`config.mk`:
```
export PLATFORM = sky130hd
export DESIGN_NAME = fetch_unit
export DESIGN_NICKNAME = d
export VERILOG_FILES = /design/src/rtl/fetch_unit.sv
export SDC_FILE = /design/constraint.sdc
export NUM_CORES = 1
export LEC_CHECK = 0
export ABC_CLOCK_PERIOD_IN_PS = 5500
export CAP_MARGIN = 20
export CORE_MARGIN = 2
export CORE_UTILIZATION = 47
export CTS_BUF_LIST = sky130_fd_sc_hd__clkbuf_16
export CTS_CLUSTER_SIZE = 8
export DETAILED_ROUTE_END_ITERATION = 6
export PLACE_DENSITY = 0.8
export SLEW_MARGIN = 10
export SYNTH_ARGS = -nofsm -noshare
export SYNTH_HDL_FRONTEND = slang
export SYNTH_SLANG_ARGS = --single-unit
```
`constraint.sdc`:
```
create_clock -name clk -period 5.5 [get_ports clk]
set_input_delay 1.1 -clock clk [delete_from_list [all_inputs] [get_ports clk]]
set_output_delay 1.1 -clock clk [all_outputs]
set_load 0.1 [all_outputs]
```
`src/rtl/fetch_unit.sv`:
```
`default_nettype none
// ============================================================================
//  Module      : fetch_unit
//  Description : Instruction-fetch stage. Holds the PC, drives the byte
//                address to a combinational instruction memory, captures the
//                returned word into the IF/ID register, predecodes J for a
//                zero-bubble redirect, honours downstream stall / branch
//                redirect, and freezes permanently on the HALT word.
//  Ports       : clk, rst (async, active high)
//                stall, redirect_valid, redirect_target[31:0]  - from downstream
//                imem_addr[31:0] out / imem_ins[31:0] in       - instruction memory
//                if_id_ins, if_id_pc4, if_id_valid             - IF/ID register
//                halted, fetch_count[31:0]                     - status
//  Revision    : 1.0 - initial release
// ============================================================================
module fetch_unit #(
  parameter logic [31:0] RESET_PC  = 32'h0000_0000,
  parameter logic [31:0] HALT_WORD = 32'h0000_0029
) (
  input  logic        clk,
  input  logic        rst,
  input  logic        stall,
  input  logic        redirect_valid,
  input  logic [31:0] redirect_target,
  output logic [31:0] imem_addr,
  input  logic [31:0] imem_ins,
  output logic [31:0] if_id_ins,
  output logic [31:0] if_id_pc4,
  output logic        if_id_valid,
  output logic        halted,
  output logic [31:0] fetch_count
);

  typedef enum logic {
    S_RUN  = 1'b0,
    S_HALT = 1'b1
  } state_t;

  localparam logic [31:0] C_WORD_MASK = 32'hFFFF_FFFC;
  localparam logic [5:0]  C_OP_J      = 6'b000010;

  state_t      state_q, state_d;
  logic [31:0] pc_q, pc_d;
  logic [31:0] if_id_ins_q, if_id_ins_d;
  logic [31:0] if_id_pc4_q, if_id_pc4_d;
  logic        if_id_valid_q, if_id_valid_d;
  logic [31:0] fetch_count_q, fetch_count_d;

  logic [31:0] pc4;
  logic [31:0] jump_target;

  assign pc4 = pc_q + 32'd4;
  // The J field is already a byte address; it is not shifted, only aligned.
  assign jump_target = {pc4[31:26], imem_ins[25:0]} & C_WORD_MASK;

  always_comb begin
    state_d       = state_q;
    pc_d          = pc_q;
    if_id_ins_d   = if_id_ins_q;
    if_id_pc4_d   = if_id_pc4_q;
    if_id_valid_d = if_id_valid_q;
    fetch_count_d = fetch_count_q;

    if (state_q == S_HALT) begin
      // Frozen: PC holds, pipeline is fed bubbles, downstream requests ignored.
      if_id_ins_d   = 32'd0;
      if_id_pc4_d   = 32'd0;
      if_id_valid_d = 1'b0;
    end else if (redirect_valid) begin
      // Redirect wins over stall: the wrong-path word is squashed.
      pc_d          = redirect_target & C_WORD_MASK;
      if_id_ins_d   = 32'd0;
      if_id_pc4_d   = 32'd0;
      if_id_valid_d = 1'b0;
    end else if (!stall) begin
      if_id_ins_d   = imem_ins;
      if_id_pc4_d   = pc4;
      if_id_valid_d = 1'b1;
      fetch_count_d = fetch_count_q + 32'd1;
      if (imem_ins == HALT_WORD) begin
        state_d = S_HALT;
      end else if (imem_ins[31:26] == C_OP_J) begin
        pc_d = jump_target;
      end else begin
        pc_d = pc4;
      end
    end
  end

  always_ff @(posedge clk or posedge rst) begin
    if (rst) begin
      state_q       <= S_RUN;
      pc_q          <= RESET_PC & C_WORD_MASK;
      if_id_ins_q   <= 32'd0;
      if_id_pc4_q   <= 32'd0;
      if_id_valid_q <= 1'b0;
      fetch_count_q <= 32'd0;
    end else begin
      state_q       <= state_d;
      pc_q          <= pc_d;
      if_id_ins_q   <= if_id_ins_d;
      if_id_pc4_q   <= if_id_pc4_d;
      if_id_valid_q <= if_id_valid_d;
      fetch_count_q <= fetch_count_d;
    end
  end

  assign imem_addr   = pc_q;
  assign if_id_ins   = if_id_ins_q;
  assign if_id_pc4   = if_id_pc4_q;
  assign if_id_valid = if_id_valid_q;
  assign halted      = (state_q == S_HALT);
  assign fetch_count = fetch_count_q;

endmodule
`default_nettype wire

```
==> flow_summary.json <==
{
  "routed_wirelength_mm": 20.4,
  "core_um2": 13300,
  "clock_path_buffers": 2,
  "ys_types": 64,
  "ctsResizeCount": 0,
  "core.rowCount": 42,
  "drt-wirelength-per-cell_um": 20.2,
  "synth.area.top_cells": "dfrtp_1 50%, a22o_1 5.5%, xnor2_1 4.8%",
  "status": "completed",
  "worstMarginPinSlew_ns": 1.05,
  "power-per-cell-area_nw_per_um2": 367,
  "cts_root_buf": "clkbuf_16",
  "track_usage_pct": 28.5,
  "fin_cells": 1012,
  "grt_antenna_before_repair": 0,
  "ioPinCount": 198,
  "ys_warn_count": 0,
  "min_period_ns": 3.46,
  "start_kind": "input pin",
  "min_period_over_period_pct": 63.0,
  "slew_viol_final": 0,
  "fin_nets": 893,
  "vias_per_cell": 5.99,
  "p_leak_nw": 3.77,
  "critPathKind": "in -> reg",
  "synth_top_area_share_pct": 49.5,
  "required_ns": 5.80,
  "dpl_cell_area_um2": 8450,
  "area_growth_pct": 40.1,
  "synth_commonest_cells": "127 x dfrtp_1, 72 x nand2_1, 43 x o21ai_0",
  "drtAntennaViolNets": 0,
  "antenna_cells": 0,
  "place_hpwl_mm": 14.5,
  "dieArea_um2": 14600,
  "arrival_ns": 3.76,
  "grt_pass1_vias": 5872,
  "drc": 0,
  "gp_congestion": 0.910,
  "synth_edf_count": 0,
  "finalHoldViolCount": 0,
  "clk_pin_slew_worst_paths_ns": 0.06,
  "postCtsHoldBufs": 0,
  "synth_top_area_cell": "dfrtp_1",
  "grt_pass1_wl_mm": 32.3,
  "cts_setup_buffers": 0,
  "cts_htree_levels": 4,
  "rsz0062_at_grt": "no",
  "fmax_mhz": 289,
  "grt_max_degree": 46,
  "final_util_pct": 67.6,
  "vdd_drop_max_mv": 0.210,
  "avgSynthCellArea_um2": 9.93,
  "cts_sinks": 127,
  "cts_tree": "yes",
  "firstDrtPassIters": 5,
  "start_util_pct": 48.3,
  "synth_area_um2": 6420,
  "die-height_um": 121,
  "vias": 6061,
  "drt-initial-drc-count": 654,
  "io_buffers": 193,
  "post-place-cells": 980,
  "hp-class": "reg -> reg",
  "yosysSeqAreaShare_pct": 49.5,
  "synth_most_common_cell": "dfrtp_1",
  "ys.flop_type": "dfrtp_1",
  "end_kind": "flip-flop",
  "fin_tns_setup_ns": 0,
  "syn_inst": 646,
  "synth_seq_cells": 127,
  "cts_made_buffers": 17,
  "slew_headroom_pct": 29.7,
  "grt_overflow": 0,
  "design_area_um2": 8990,
  "setup_violations": 0,
  "layout-drive-gt1-share_pct": 6.34,
  "cap_viol_max_count": 0,
  "clkLatencyLatePin_ns": 0.42,
  "async_reset_ff_share_pct": 100,
  "fp.dieW_um": 121,
  "n_fill_cell": 1049,
  "crit_fanout": 12,
  "finClkSkew_ns": 0.0108
}
final cells by class:
class / instances / area (µm²) / area share [%]
sequential: 127 / 3180 / 35.3
multi-input combinational: 460 / 2990 / 33.3
timing repair buffer: 204 / 2010 / 22.3
clock buffer: 17 / 425 / 4.73
tap: 176 / 220 / 2.45
clock inverter: 15 / 114 / 1.27
inverter: 13 / 51.3 / 0.571
worst max-delay path: stages:
cell and delay (ns):
clkdlybuf4s50_1 0.50, or4b_1 0.73, nor2_1 0.78, mux2i_1 0.26
o21ai_0 0.10, mux2_2 0.28
final timing paths:
| check | to | cells after the start | start | slack (ns) |
|---|---|---|---|---|
| worst max register to register | imem_addr[30] | 6 | imem_addr[2] | 2.51 |
| worst max-delay path | imem_addr[3] | 6 | imem_ins[28] | 2.04 |
| worst min register to register | fetch_count[31] | 1 | fetch_count[31] | 0.47 |
| min in group asynchronous | fetch_count[29] | 2 | rst | 1.11 |
| max in group asynchronous | fetch_count[11] | 3 | rst | 3.36 |
| worst min-delay path | fetch_count[31] | 1 | fetch_count[31] | 0.47 |
where the power goes:
group	internal (mW)	total [mW]	switching, mW
sequential	1.02	1.12	0.104
combinational	0.284	1.14	0.851
clock	0.647	1.04	0.394
total	1.95	3.30	1.35
metal layers:
metal / track usage [%] / part of all wire [%]
met1: 37.5 / 41
met4: 8.79 / 1.7
met2: 46.6 / 50
met5: 0 / 0
met3: 7.03 / 8.3
kinds of logic (layout without fill, tap and decap cells):
logic type	count (synthesis)	after routing	synth area share [%]
AND/OR/NAND/NOR	227	227	18.7
XOR/XNOR	54	54	7.37
other	1	2	0.0584
multiplexers	11	11	1.83
flip-flops	127	127	49.5
buffers and inverters	60	249	4.06
AO/OA/AOI/OAI	164	164	18.1
adder cells (fa/ha/maj)	2	2	0.390
flip-flops by register name, summed over array words and instances (netlist names):
name,flops
if_id_pc4,31
halted,1
imem_addr,30
fetch_count,32
if_id_ins,32
if_id_valid,1
cell usage in the layout, fill, tap and decap left out, types with 4 or more instances in the layout:
cell | netlist | final
clkdlybuf4s50_1 | 0 | 192
dfrtp_1 | 127 | 127
nand2_1 | 72 | 72
o21ai_0 | 43 | 43
a22o_1 | 40 | 40
xnor2_1 | 35 | 35
nor2_1 | 29 | 29
nand4_1 | 25 | 25
nand3_1 | 22 | 22
xor2_1 | 19 | 19
a21oi_1 | 18 | 18
clkbuf_16 | 0 | 17
inv_1 | 12 | 16
and3_1 | 13 | 13
nor3_1 | 13 | 13
a31oi_1 | 12 | 12
buf_4 | 3 | 11
or3_1 | 9 | 9
and2_1 | 8 | 8
o31a_1 | 7 | 7
nor4_1 | 6 | 6
a2bb2oi_1 | 6 | 6
o211ai_1 | 6 | 6
or4_1 | 5 | 5
mux2i_1 | 5 | 5
and4_1 | 4 | 4
nor4_2 | 4 | 4
nor4b_1 | 4 | 4
mux2_2 | 4 | 4
o31ai_1 | 4 | 4
clkinv_1 | 0 | 4
clkinv_2 | 0 | 4
stage by stage:
stage	total power [mW]	hold WS, ns	setup slack [ns]
finish	3.30	0.474	2.04
floorplan	1.94	0.961	1.02
detailed placement	2.27	0.469	1.66
CTS	3.30	0.476	2.09
global placement	2.25	0.457	1.70
global route	3.41	0.484	1.96
No activity file was read; power rests on OpenSTA's default activity.
